`config.mk`:
```
export PLATFORM = sky130hd
export DESIGN_NAME = hazard_control_unit_flat
export DESIGN_NICKNAME = d
export VERILOG_FILES = /design/src/rtl/cpu_types_pkg.sv /design/src/rtl/hazard_control_unit_if.sv /design/src/rtl/sat_counter.sv /design/src/rtl/hazard_control_unit.sv /design/src/flat_wrapper.sv
export SDC_FILE = /design/constraint.sdc
export NUM_CORES = 1
export LEC_CHECK = 0
export CAP_MARGIN = 5
export CORE_ASPECT_RATIO = 0.9
export CORE_MARGIN = 4
export CORE_UTILIZATION = 47
export DETAILED_ROUTE_END_ITERATION = 8
export PLACE_DENSITY = 0.85
export REMOVE_ABC_BUFFERS = 1
export SETUP_SLACK_MARGIN = 0.2
export SYNTH_ARGS = -nofsm -noshare
export SYNTH_HDL_FRONTEND = slang
export SYNTH_SLANG_ARGS = --single-unit
```
`constraint.sdc`:
```
create_clock -name CLK -period 4.3 [get_ports CLK]
set_input_delay 0.645 -clock CLK [delete_from_list [all_inputs] [get_ports CLK]]
set_output_delay 0.645 -clock CLK [all_outputs]
set_load 0.05 [all_outputs]
```
`src/rtl/cpu_types_pkg.sv`:
```
// Shared types and constants for the pipeline hazard control logic.
package cpu_types_pkg;

   localparam int CNT_W = 16;

   typedef enum logic [1:0] {
      RUN       = 2'd0,
      DMEM_WAIT = 2'd1,
      HALTED    = 2'd2
   } hazard_state_t;

endpackage

```
`src/rtl/hazard_control_unit_if.sv`:
```
// Pipeline-to-hazard-unit signal bundle: latch status in, latch advance/flush control out.
interface hazard_if;
   import cpu_types_pkg::*;

   logic [4:0]       id_rs;
   logic [4:0]       id_rt;
   logic             id_uses_rt;
   logic             ex_memread;
   logic [4:0]       ex_regdest;
   logic             mem_dren;
   logic             mem_dwen;
   logic             ihit;
   logic             dhit;
   logic             mem_branch_taken;
   logic             mem_halt;

   logic             pc_en;
   logic             ifid_en;
   logic             idex_en;
   logic             exmem_en;
   logic             memwb_en;
   logic             ifid_flush;
   logic             idex_flush;
   logic             exmem_flush;
   logic             halt_o;
   logic             dwait_o;
   logic [CNT_W-1:0] stall_cnt;
   logic [CNT_W-1:0] flush_cnt;
   hazard_state_t    dbg_state;

   // Handshake: there is none; every output is a level qualified only by the
   // current cycle, and the pipeline samples it on the next rising clock edge.
   modport slave (
      input  id_rs, id_rt, id_uses_rt, ex_memread, ex_regdest,
             mem_dren, mem_dwen, ihit, dhit, mem_branch_taken, mem_halt,
      output pc_en, ifid_en, idex_en, exmem_en, memwb_en,
             ifid_flush, idex_flush, exmem_flush, halt_o, dwait_o,
             stall_cnt, flush_cnt, dbg_state
   );

   modport master (
      output id_rs, id_rt, id_uses_rt, ex_memread, ex_regdest,
             mem_dren, mem_dwen, ihit, dhit, mem_branch_taken, mem_halt,
      input  pc_en, ifid_en, idex_en, exmem_en, memwb_en,
             ifid_flush, idex_flush, exmem_flush, halt_o, dwait_o,
             stall_cnt, flush_cnt, dbg_state
   );

endinterface

```
`src/rtl/sat_counter.sv`:
```
// Up-counter that sticks at all-ones instead of wrapping.
module sat_counter #(
   parameter int WIDTH = 16
) (
   input  logic             i_clk,
   input  logic             i_rst_n,
   input  logic             i_inc,
   output logic [WIDTH-1:0] o_count
);

   logic [WIDTH-1:0] r_count;

   always_ff @(posedge i_clk or negedge i_rst_n) begin
      if (!i_rst_n) begin
         r_count <= '0;
      end else if (i_inc && (r_count != {WIDTH{1'b1}})) begin
         r_count <= r_count + WIDTH'(1);
      end
   end

   assign o_count = r_count;

endmodule

```
`src/rtl/hazard_control_unit.sv`:
```
// Five-stage pipeline hazard control: halt, data-memory wait, branch flush,
// load-use bubble and ifetch-miss stall, with stall/flush performance counters.
module hazard_control_unit
   import cpu_types_pkg::*;
(
   input  logic CLK,
   input  logic nRST,
   hazard_if.slave hz
);

   hazard_state_t r_state;
   hazard_state_t w_next_state;

   logic w_pending;
   logic w_loaduse;
   logic w_pc_en, w_ifid_en, w_idex_en, w_exmem_en, w_memwb_en;
   logic w_ifid_flush, w_idex_flush, w_exmem_flush;
   logic w_halt, w_dwait;
   logic w_stall_inc, w_flush_inc;
   logic [CNT_W-1:0] w_stall_cnt, w_flush_cnt;

   assign w_pending = hz.mem_dren | hz.mem_dwen;
   // Register 0 is hard-wired, so a load targeting it can never create a hazard.
   assign w_loaduse = hz.ex_memread && (hz.ex_regdest != 5'd0) &&
                      ((hz.ex_regdest == hz.id_rs) ||
                       (hz.id_uses_rt && (hz.ex_regdest == hz.id_rt)));

   always_comb begin
      w_next_state  = r_state;
      w_pc_en       = 1'b0;
      w_ifid_en     = 1'b0;
      w_idex_en     = 1'b0;
      w_exmem_en    = 1'b0;
      w_memwb_en    = 1'b0;
      w_ifid_flush  = 1'b0;
      w_idex_flush  = 1'b0;
      w_exmem_flush = 1'b0;
      w_halt        = 1'b0;
      w_dwait       = 1'b0;
      w_flush_inc   = 1'b0;
      if (!nRST) begin
         w_next_state = RUN;
      end else if (r_state == HALTED) begin
         w_halt = 1'b1;
      end else if (hz.mem_halt) begin
         w_next_state = HALTED;
      end else if (w_pending && !hz.dhit) begin
         w_dwait      = 1'b1;
         w_next_state = DMEM_WAIT;
      end else begin
         // Wait resolved (or never started): fall through the lower priorities.
         w_next_state = RUN;
         w_pc_en      = 1'b1;
         w_ifid_en    = 1'b1;
         w_idex_en    = 1'b1;
         w_exmem_en   = 1'b1;
         w_memwb_en   = 1'b1;
         if (hz.mem_branch_taken) begin
            w_ifid_flush  = 1'b1;
            w_idex_flush  = 1'b1;
            w_exmem_flush = 1'b1;
            w_flush_inc   = 1'b1;
         end else if (w_loaduse) begin
            w_pc_en      = 1'b0;
            w_ifid_en    = 1'b0;
            w_idex_flush = 1'b1;
         end else if (!hz.ihit) begin
            w_pc_en      = 1'b0;
            w_ifid_flush = 1'b1;
         end
      end
   end

   assign w_stall_inc = nRST && (r_state != HALTED) && !w_pc_en;

   always_ff @(posedge CLK or negedge nRST) begin
      if (!nRST) begin
         r_state <= RUN;
      end else begin
         r_state <= w_next_state;
      end
   end

   sat_counter #(.WIDTH(CNT_W)) u_stall_cnt (
      .i_clk   (CLK),
      .i_rst_n (nRST),
      .i_inc   (w_stall_inc),
      .o_count (w_stall_cnt)
   );

   sat_counter #(.WIDTH(CNT_W)) u_flush_cnt (
      .i_clk   (CLK),
      .i_rst_n (nRST),
      .i_inc   (w_flush_inc),
      .o_count (w_flush_cnt)
   );

   assign hz.pc_en       = w_pc_en;
   assign hz.ifid_en     = w_ifid_en;
   assign hz.idex_en     = w_idex_en;
   assign hz.exmem_en    = w_exmem_en;
   assign hz.memwb_en    = w_memwb_en;
   assign hz.ifid_flush  = w_ifid_flush;
   assign hz.idex_flush  = w_idex_flush;
   assign hz.exmem_flush = w_exmem_flush;
   assign hz.halt_o      = w_halt;
   assign hz.dwait_o     = w_dwait;
   assign hz.stall_cnt   = w_stall_cnt;
   assign hz.flush_cnt   = w_flush_cnt;
   assign hz.dbg_state   = r_state;

endmodule

```
`src/flat_wrapper.sv`:
```
// flat-port wrapper written by rule: the top's interface ports become plain ports
module hazard_control_unit_flat import cpu_types_pkg::*;
  (CLK, nRST, hz_id_rs, hz_id_rt, hz_id_uses_rt, hz_ex_memread, hz_ex_regdest, hz_mem_dren, hz_mem_dwen, hz_ihit, hz_dhit, hz_mem_branch_taken, hz_mem_halt, hz_pc_en, hz_ifid_en, hz_idex_en, hz_exmem_en, hz_memwb_en, hz_ifid_flush, hz_idex_flush, hz_exmem_flush, hz_halt_o, hz_dwait_o, hz_stall_cnt, hz_flush_cnt, hz_dbg_state);
  hazard_if hz_i ();
  input  logic CLK;
  input  logic nRST;
  input wire logic [$bits(hz_i.id_rs)-1:0] hz_id_rs;
  input wire logic [$bits(hz_i.id_rt)-1:0] hz_id_rt;
  input wire logic [$bits(hz_i.id_uses_rt)-1:0] hz_id_uses_rt;
  input wire logic [$bits(hz_i.ex_memread)-1:0] hz_ex_memread;
  input wire logic [$bits(hz_i.ex_regdest)-1:0] hz_ex_regdest;
  input wire logic [$bits(hz_i.mem_dren)-1:0] hz_mem_dren;
  input wire logic [$bits(hz_i.mem_dwen)-1:0] hz_mem_dwen;
  input wire logic [$bits(hz_i.ihit)-1:0] hz_ihit;
  input wire logic [$bits(hz_i.dhit)-1:0] hz_dhit;
  input wire logic [$bits(hz_i.mem_branch_taken)-1:0] hz_mem_branch_taken;
  input wire logic [$bits(hz_i.mem_halt)-1:0] hz_mem_halt;
  output wire logic [$bits(hz_i.pc_en)-1:0] hz_pc_en;
  output wire logic [$bits(hz_i.ifid_en)-1:0] hz_ifid_en;
  output wire logic [$bits(hz_i.idex_en)-1:0] hz_idex_en;
  output wire logic [$bits(hz_i.exmem_en)-1:0] hz_exmem_en;
  output wire logic [$bits(hz_i.memwb_en)-1:0] hz_memwb_en;
  output wire logic [$bits(hz_i.ifid_flush)-1:0] hz_ifid_flush;
  output wire logic [$bits(hz_i.idex_flush)-1:0] hz_idex_flush;
  output wire logic [$bits(hz_i.exmem_flush)-1:0] hz_exmem_flush;
  output wire logic [$bits(hz_i.halt_o)-1:0] hz_halt_o;
  output wire logic [$bits(hz_i.dwait_o)-1:0] hz_dwait_o;
  output wire logic [$bits(hz_i.stall_cnt)-1:0] hz_stall_cnt;
  output wire logic [$bits(hz_i.flush_cnt)-1:0] hz_flush_cnt;
  output wire logic [$bits(hz_i.dbg_state)-1:0] hz_dbg_state;
  assign hz_i.id_rs = hz_id_rs;
  assign hz_i.id_rt = hz_id_rt;
  assign hz_i.id_uses_rt = hz_id_uses_rt;
  assign hz_i.ex_memread = hz_ex_memread;
  assign hz_i.ex_regdest = hz_ex_regdest;
  assign hz_i.mem_dren = hz_mem_dren;
  assign hz_i.mem_dwen = hz_mem_dwen;
  assign hz_i.ihit = hz_ihit;
  assign hz_i.dhit = hz_dhit;
  assign hz_i.mem_branch_taken = hz_mem_branch_taken;
  assign hz_i.mem_halt = hz_mem_halt;
  assign hz_pc_en = hz_i.pc_en;
  assign hz_ifid_en = hz_i.ifid_en;
  assign hz_idex_en = hz_i.idex_en;
  assign hz_exmem_en = hz_i.exmem_en;
  assign hz_memwb_en = hz_i.memwb_en;
  assign hz_ifid_flush = hz_i.ifid_flush;
  assign hz_idex_flush = hz_i.idex_flush;
  assign hz_exmem_flush = hz_i.exmem_flush;
  assign hz_halt_o = hz_i.halt_o;
  assign hz_dwait_o = hz_i.dwait_o;
  assign hz_stall_cnt = hz_i.stall_cnt;
  assign hz_flush_cnt = hz_i.flush_cnt;
  assign hz_dbg_state = hz_i.dbg_state;
  hazard_control_unit u_core (.CLK(CLK), .nRST(nRST), .hz(hz_i));
endmodule
```
Yosys cells after proc, flatten, opt, wreduce, memory -nomap -nowiden
Index checks and enable logic that the tools add are counted.
W data, S select, Z words.
- word-level logic and storage cells: 70
- latch bits: 0
- memories: 0
- output and inout bits: 44
- memory bits (read-only): 0
- bits of input ports: 25
- bits in registers: 34
- bits in writable memories: 0
- add/sub/neg operators: 2
- equality and inequality tests: 7
- $lt $le $gt $ge: 0
- muxes and demuxes: 45
- reductions and logical operators: 12
- bitwise logic cells: 1
- multiply operators: 0
- div/mod/pow operators: 0
- shifts and indexed selects: 0
- operators with widths (cell ; count):
    $mux W1 ; 42
    $add A16 B1 Y16 const B ; 2
    $ne A16 B16 Y1 const B ; 2
    $eq A5 B5 Y1 ; 2
    $logic_and A1 B1 Y1 ; 8
    $mux W2 ; 3
    $reduce_bool A5 Y1 ; 1
    $ne A2 B2 Y1 const B ; 2
    $eq A2 B2 Y1 const B ; 1
    $logic_not A1 Y1 ; 2
    $logic_or A1 B1 Y1 ; 1
    $or A1 B1 Y1 ; 1

Depth between registers and ports, before layout
- depth after elaboration: 13
- gate-level depth with buffers: 8
- depth with buffers taken out: 7

Hierarchy
Synthesis repeated with hierarchy kept, for this count alone.
- cell total of the unflattened synthesis: 192
- area total of the unflattened synthesis: 2001.9 sq um
- modules (own cells, without submodules) (module ; sequential area each (sq um) ; cells an instance ; instances ; area each (sq um)):
    sat_counter at u_core.u_flush_cnt ; 400.4 ; 72 ; 1 ; 859.6
    sat_counter at u_core.u_stall_cnt ; 400.4 ; 74 ; 1 ; 808.3
    hazard_control_unit ; 50.0 ; 46 ; 1 ; 334.1

Worst setup path before layout
No wires, ideal clock.
- kind: register -> output
- from: reg u_core.r_state[1] (netlist: u_core.hz.dbg_state[1])
- to: out hz_ifid_flush
- cell stages (with the launch flop): 5
- path buffers: 0
- setup slack: 1.079 ns
- required time: 3.655 ns
- data arrival time: 2.576 ns
- path through: dfrtp_1 > nor2b_4 > and4bb_2 > o21ai_2 > o21ai_0
- cells in the longest elaborated chain, start to end: 3
- ends and longest elaborated chain (what ; line ; RTL):
    start, declared ; hazard_control_unit.sv:11 ; hazard_state_t r_state;
    start signal, assigned ; hazard_control_unit.sv:80 ; r_state <= w_next_state;
    $eq A2 B2 Y1 ; hazard_control_unit.sv:43 ; end else if (r_state == HALTED) begin
    $mux W1 ; hazard_control_unit.sv:43 ;
    $mux W1 ; hazard_control_unit.sv:41 ; if (!nRST) begin
    end, declared ; flat_wrapper.sv:23 ; output wire logic [$bits(hz_i.ifid_flush)-1:0] hz_ifid_flush;
Every way passes these cells.

Worst setup path after layout
- from: in hz_ex_regdest[0]
- to: out hz_ifid_flush
- cells in the longest elaborated chain, start to end: 10
- elaborated cells on any way between the ends: 13
- classes of those cells: 2 x eq/ne; 6 x mux; 5 x reduce/logical
- ends and longest elaborated chain (what ; line ; RTL):
    start, declared ; flat_wrapper.sv:11 ; input wire logic [$bits(hz_i.ex_regdest)-1:0] hz_ex_regdest;
    $eq A5 B5 Y1 ; hazard_control_unit.sv:26 ; (hz.id_uses_rt && (hz.ex_regdest == hz.id_rt)));
    $logic_and A1 B1 Y1 ; hazard_control_unit.sv:26 ;
    $logic_or A1 B1 Y1 ; hazard_control_unit.sv:25 ; ((hz.ex_regdest == hz.id_rs) ||
    $logic_and A1 B1 Y1 * ; hazard_control_unit.sv:24 ; assign w_loaduse = hz.ex_memread && (hz.ex_regdest != 5'd0) &&
    $mux W1 * ; hazard_control_unit.sv:63 ; end else if (w_loaduse) begin
    $mux W1 * ; hazard_control_unit.sv:58 ; if (hz.mem_branch_taken) begin
    $mux W1 * ; hazard_control_unit.sv:47 ; end else if (w_pending && !hz.dhit) begin
    $mux W1 * ; hazard_control_unit.sv:45 ; end else if (hz.mem_halt) begin
    $mux W1 * ; hazard_control_unit.sv:43 ;
    $mux W1 * ; hazard_control_unit.sv:41 ;
Mark *: on every way between the ends. The rest lies on a longest branch, timed or not.

==> flow_summary_export.csv <==
group,metric,value,unit
yosys,synth_enable_flop_cells,0,
yosys,ys_types,35,
placed_design,dp_slack,1.20,ns
sta,tns,0,ns
pwr,sw_frac_of_total,0.391,
drt,wl_per_cell,14.9,um
cts,cts-buffers-inserted,5,
drt,drc,0,
cts,ctsResizeCount,0,
die,coreArea,3500,um^2
yosys,synth_top_family_by_area,"simple AND/OR/NAND/NOR gates",
drt,drtAntennaViolNets,0,
die,start_util,0.507,
die,die_h,66.4,um
die,pin_count,69,
global_route,grt_pass1_wl,6.91,mm
sta,hold_viol_final,0,
cts,cts_buffer_depth,2,
cells_and_area,area_growth,46.0,%
yosys,synth_warnings,0,
cts,cts.clk_slew.worst_paths,0.06,ns
global_route,grt_max_degree,34,
pwr,intPower,0.000642,W
yosys,synthSimpleGateAreaFrac,0.217,
critical_path,crit_chain,"clkdlybuf4s50_1, or4_1, o21ai_2, o21ai_2, o21ai_0, buf_12",
drt,first_pass_iters,4,
sta,rsz0062_at_grt,"false",
critical_path,arrival,2.45,ns
yosys,yosys_register_bits,34,
critical_path,cp_top_family,"buffers and inverters",
yosys,synth_top_cell_by_area,"dfrtp_1",
critical_path,cp_slowest_cell,"or4_1",
yosys,synth_area_leaders,"dfrtp_1, xnor2_1, xor2_1, nand4_1, nand3_1",
cells_and_area,drive_gt1_frac,0.123,
hold_path,holdPathStages,1,
critical_path,rr_endpoint,"u_core.u_flush_cnt.o_count[15]$_DFFE_PN0P_",
critical_path,path_class,"input pin to primary output",
yosys,async_reset_ff_frac,1.00,
yosys,synthTopCellsByCount,"dfrtp_1, xnor2_1, xor2_1, nor2_1, nand3_1",
critical_path,cp_num_buf_inv,2,
critical_path,endpoint_kind,"primary output",
sta,fin_skew,0.00404,ns
placed_design,gp_congestion,0.839,
cts,tritoncts,"yes",
placed_design,hpwl,3.20,mm
cts,ctsHoldBuffers,0,
flow_run,drv_cap,0,
cells_and_area,final_core_util,0.741,
drt,drtIter0Drc,87,
pwr,p_seq_frac,0.389,
sta,fmax,0.323,GHz
critical_path,r2r_start,"u_core.hz.dbg_state[1]$_DFFE_PN0N_",
sta,tightest_slew,0.508,ns
placed_design,placed_cell_area,2510,um^2
yosys,synthAdderAreaFrac,0.0141,
yosys,synth_most_common_cell,"dfrtp_1",
cells_and_area,nets,263,
placed_design,numPortBuffers,68,
yosys,synth_xor_area_frac,0.197,
sta,fin_crit_sh,0.719,
pwr,power_frac_comb,0.394,
cts,cts_sinks,34,
yosys,syn_area,1780,um^2
critical_path,cpPeakStageDelay,0.56,ns
die,num_rows,20,
status,outcome,"complete, no violations",
critical_path,path_common_cell,"o21ai_2",
pwr,netSwitchingPower,0.000412,W
yosys,seq_area_frac_synth,0.479,
critical_path,required,3.65,ns
sta,layout_min_cycle_time,3.09,ns
hold_path,hold_start,"u_core.u_flush_cnt.o_count[8]$_DFFE_PN0P_",
yosys,syn_avg_cell_area,10.8,um^2
yosys,synth_flop_cell,"dfrtp_1",
hold_path,hold_class,"register to register",
critical_path,r2r_cells,7,
sta,maxSlewViolCount,0,
yosys,syn_inst,165,
critical_path,r2r_slack,2.13,ns
cts,postCtsSetupRepairBufs,0,
global_route,overflow,0,
yosys,yosysTopAreaCellShare,0.479,
global_route,grt_pass1_vias,1435,
cells_and_area,design_area,2600,um^2
pwr,irDropWorstVdd,0.312,mV
die,die_x,72.8,um
drt,num_vias,1453,
cells_and_area,final_cells,279,
drt,routed_wl,4.16,mm
pwr,power_frac_clock,0.217,
global_route,grt_use_total,0.187,
cts,htree_num_levels,2,
cts,root_buffer,"clkbuf_8",
hold_path,hold_path_end,"u_core.u_flush_cnt.o_count[8]$_DFFE_PN0P_",
critical_path,setup.worst_path.start_class,"input pin",
yosys,muxShareOfSynthArea,0.0127,
cts,clkLatencyLatePin,0.28,ns
global_route,grt_antenna_before_repair,0,
drt,routed_via_density,5.21,
yosys,synth-compound-area-share,0.0493,
die,die_area,4830,um^2
cells_and_area,num_antenna_cells,0,
sta,setup_viol,0,
sta,slew-limit-headroom,0.660,
pwr,leakage,1.13,nW
sta,fin_ws,1.21,ns
critical_path,crit_fanout,4,
pwr,power.density,406,nW/um^2
placed_design,placedCellCount,273,
==> layout by cell type (no fill, tap or decap) <==
cell             synthesis  routed
dfrtp_1                 34      34
nand3_2                  1       1
and4_1                   2       2
buf_12                   0       4
xor2_1                  20      20
a32oi_1                  1       1
or4_1                    1       1
nor3_1                   4       4
o21ai_2                  2       2
o21ai_0                  2       2
nand3_1                 11      11
xnor2_1                 20      20
o2111a_4                 1       1
nand2_1                  9       9
and3_1                   4       4
or3_1                    1       1
mux2_2                   2       2
nand4_1                 10      10
o21bai_2                 1       1
and3_4                   1       1
nor2b_4                  1       1
and4bb_2                 1       1
o21a_1                   1       1
a31oi_2                  1       1
nor4_1                   1       1
and2_1                   2       2
nor2b_1                  2       2
nand2_2                  1       1
ha_1                     2       2
and3_2                   1       1
buf_4                    2       5
nand4_2                  1       1
nor2_1                  14      14
clkbuf_8                 0       6
clkdlybuf4s50_1          0      60
inv_1                    5       5
==> worst max-delay path by stage <==
stage | end | start | depth (start not counted) | slack, ns
2_1_floorplan | hz_ifid_flush | u_core.hz.dbg_state[1]$_DFFE_PN0N_ | 4 | 0.66
3_3_place_gp | hz_pc_en | hz_ex_regdest[0] | 6 | 1.24
3_5_place_dp | hz_pc_en | hz_ex_regdest[0] | 6 | 1.20
4_1_cts | hz_ifid_flush | hz_ex_regdest[0] | 6 | 1.19
5_1_grt | hz_ifid_flush | hz_ex_regdest[0] | 6 | 1.11
6_report | hz_ifid_flush | hz_ex_regdest[0] | 6 | 1.21
==> power groups by stage <==
stage / combinational [W] / sequential (W) / clock, W
2_1_floorplan: 0.000112 / 0.000561 / 0
3_3_place_gp: 0.000411 / 0.000415 / 0
3_5_place_dp: 0.000418 / 0.000416 / 0
4_1_cts: 0.000419 / 0.000410 / 0.000233
5_1_grt: 0.000438 / 0.000420 / 0.000247
6_report: 0.000415 / 0.000410 / 0.000228
==> metal layers <==
metal,share of wire,wire (um),up-vias,global-route usage
met5,0,0,-,0
met4,0.025,104,0,0.0783
met3,0.050,209,13,0.0486
met2,0.51,2120,38,0.316
met1,0.42,1730,699,0.225
li1,-,-,703,-
==> per-stage QoR <==
step,total power [W],hold slack [ns]
CTS,0.00106,0.494
global placement,0.000826,0.477
finish,0.00105,0.485
detailed placement,0.000834,0.485
global route,0.00110,0.505
floorplan,0.000672,0.349
==> state kept, by name (all words and copies together) (netlist names) <==
| name | count |
|---|---|
| u_core.u_flush_cnt.o_count | 16 |
| u_core.u_stall_cnt.o_count | 16 |
| u_core.hz.dbg_state | 2 |
==> final cells by class <==
cell class | instances | area (um^2)
clock buffer | 6 | 82.6
fill | 250 | 907
inverter | 5 | 18.8
multi-input combinational | 121 | 871
sequential | 34 | 851
tap | 44 | 55.1
timing repair buffer | 69 | 718
==> cell families after synthesis <==
| kind of cell | count (synthesis) |
|---|---|
| flip-flops | 34 |
| multiplexers | 2 |
| buffers and inverters | 10 |
| adder cells (fa/ha/maj) | 2 |
| AND/OR/NAND/NOR | 68 |
| XOR/XNOR | 40 |
| AO/OA/AOI/OAI | 9 |
Power figures use the tool's default switching activity.
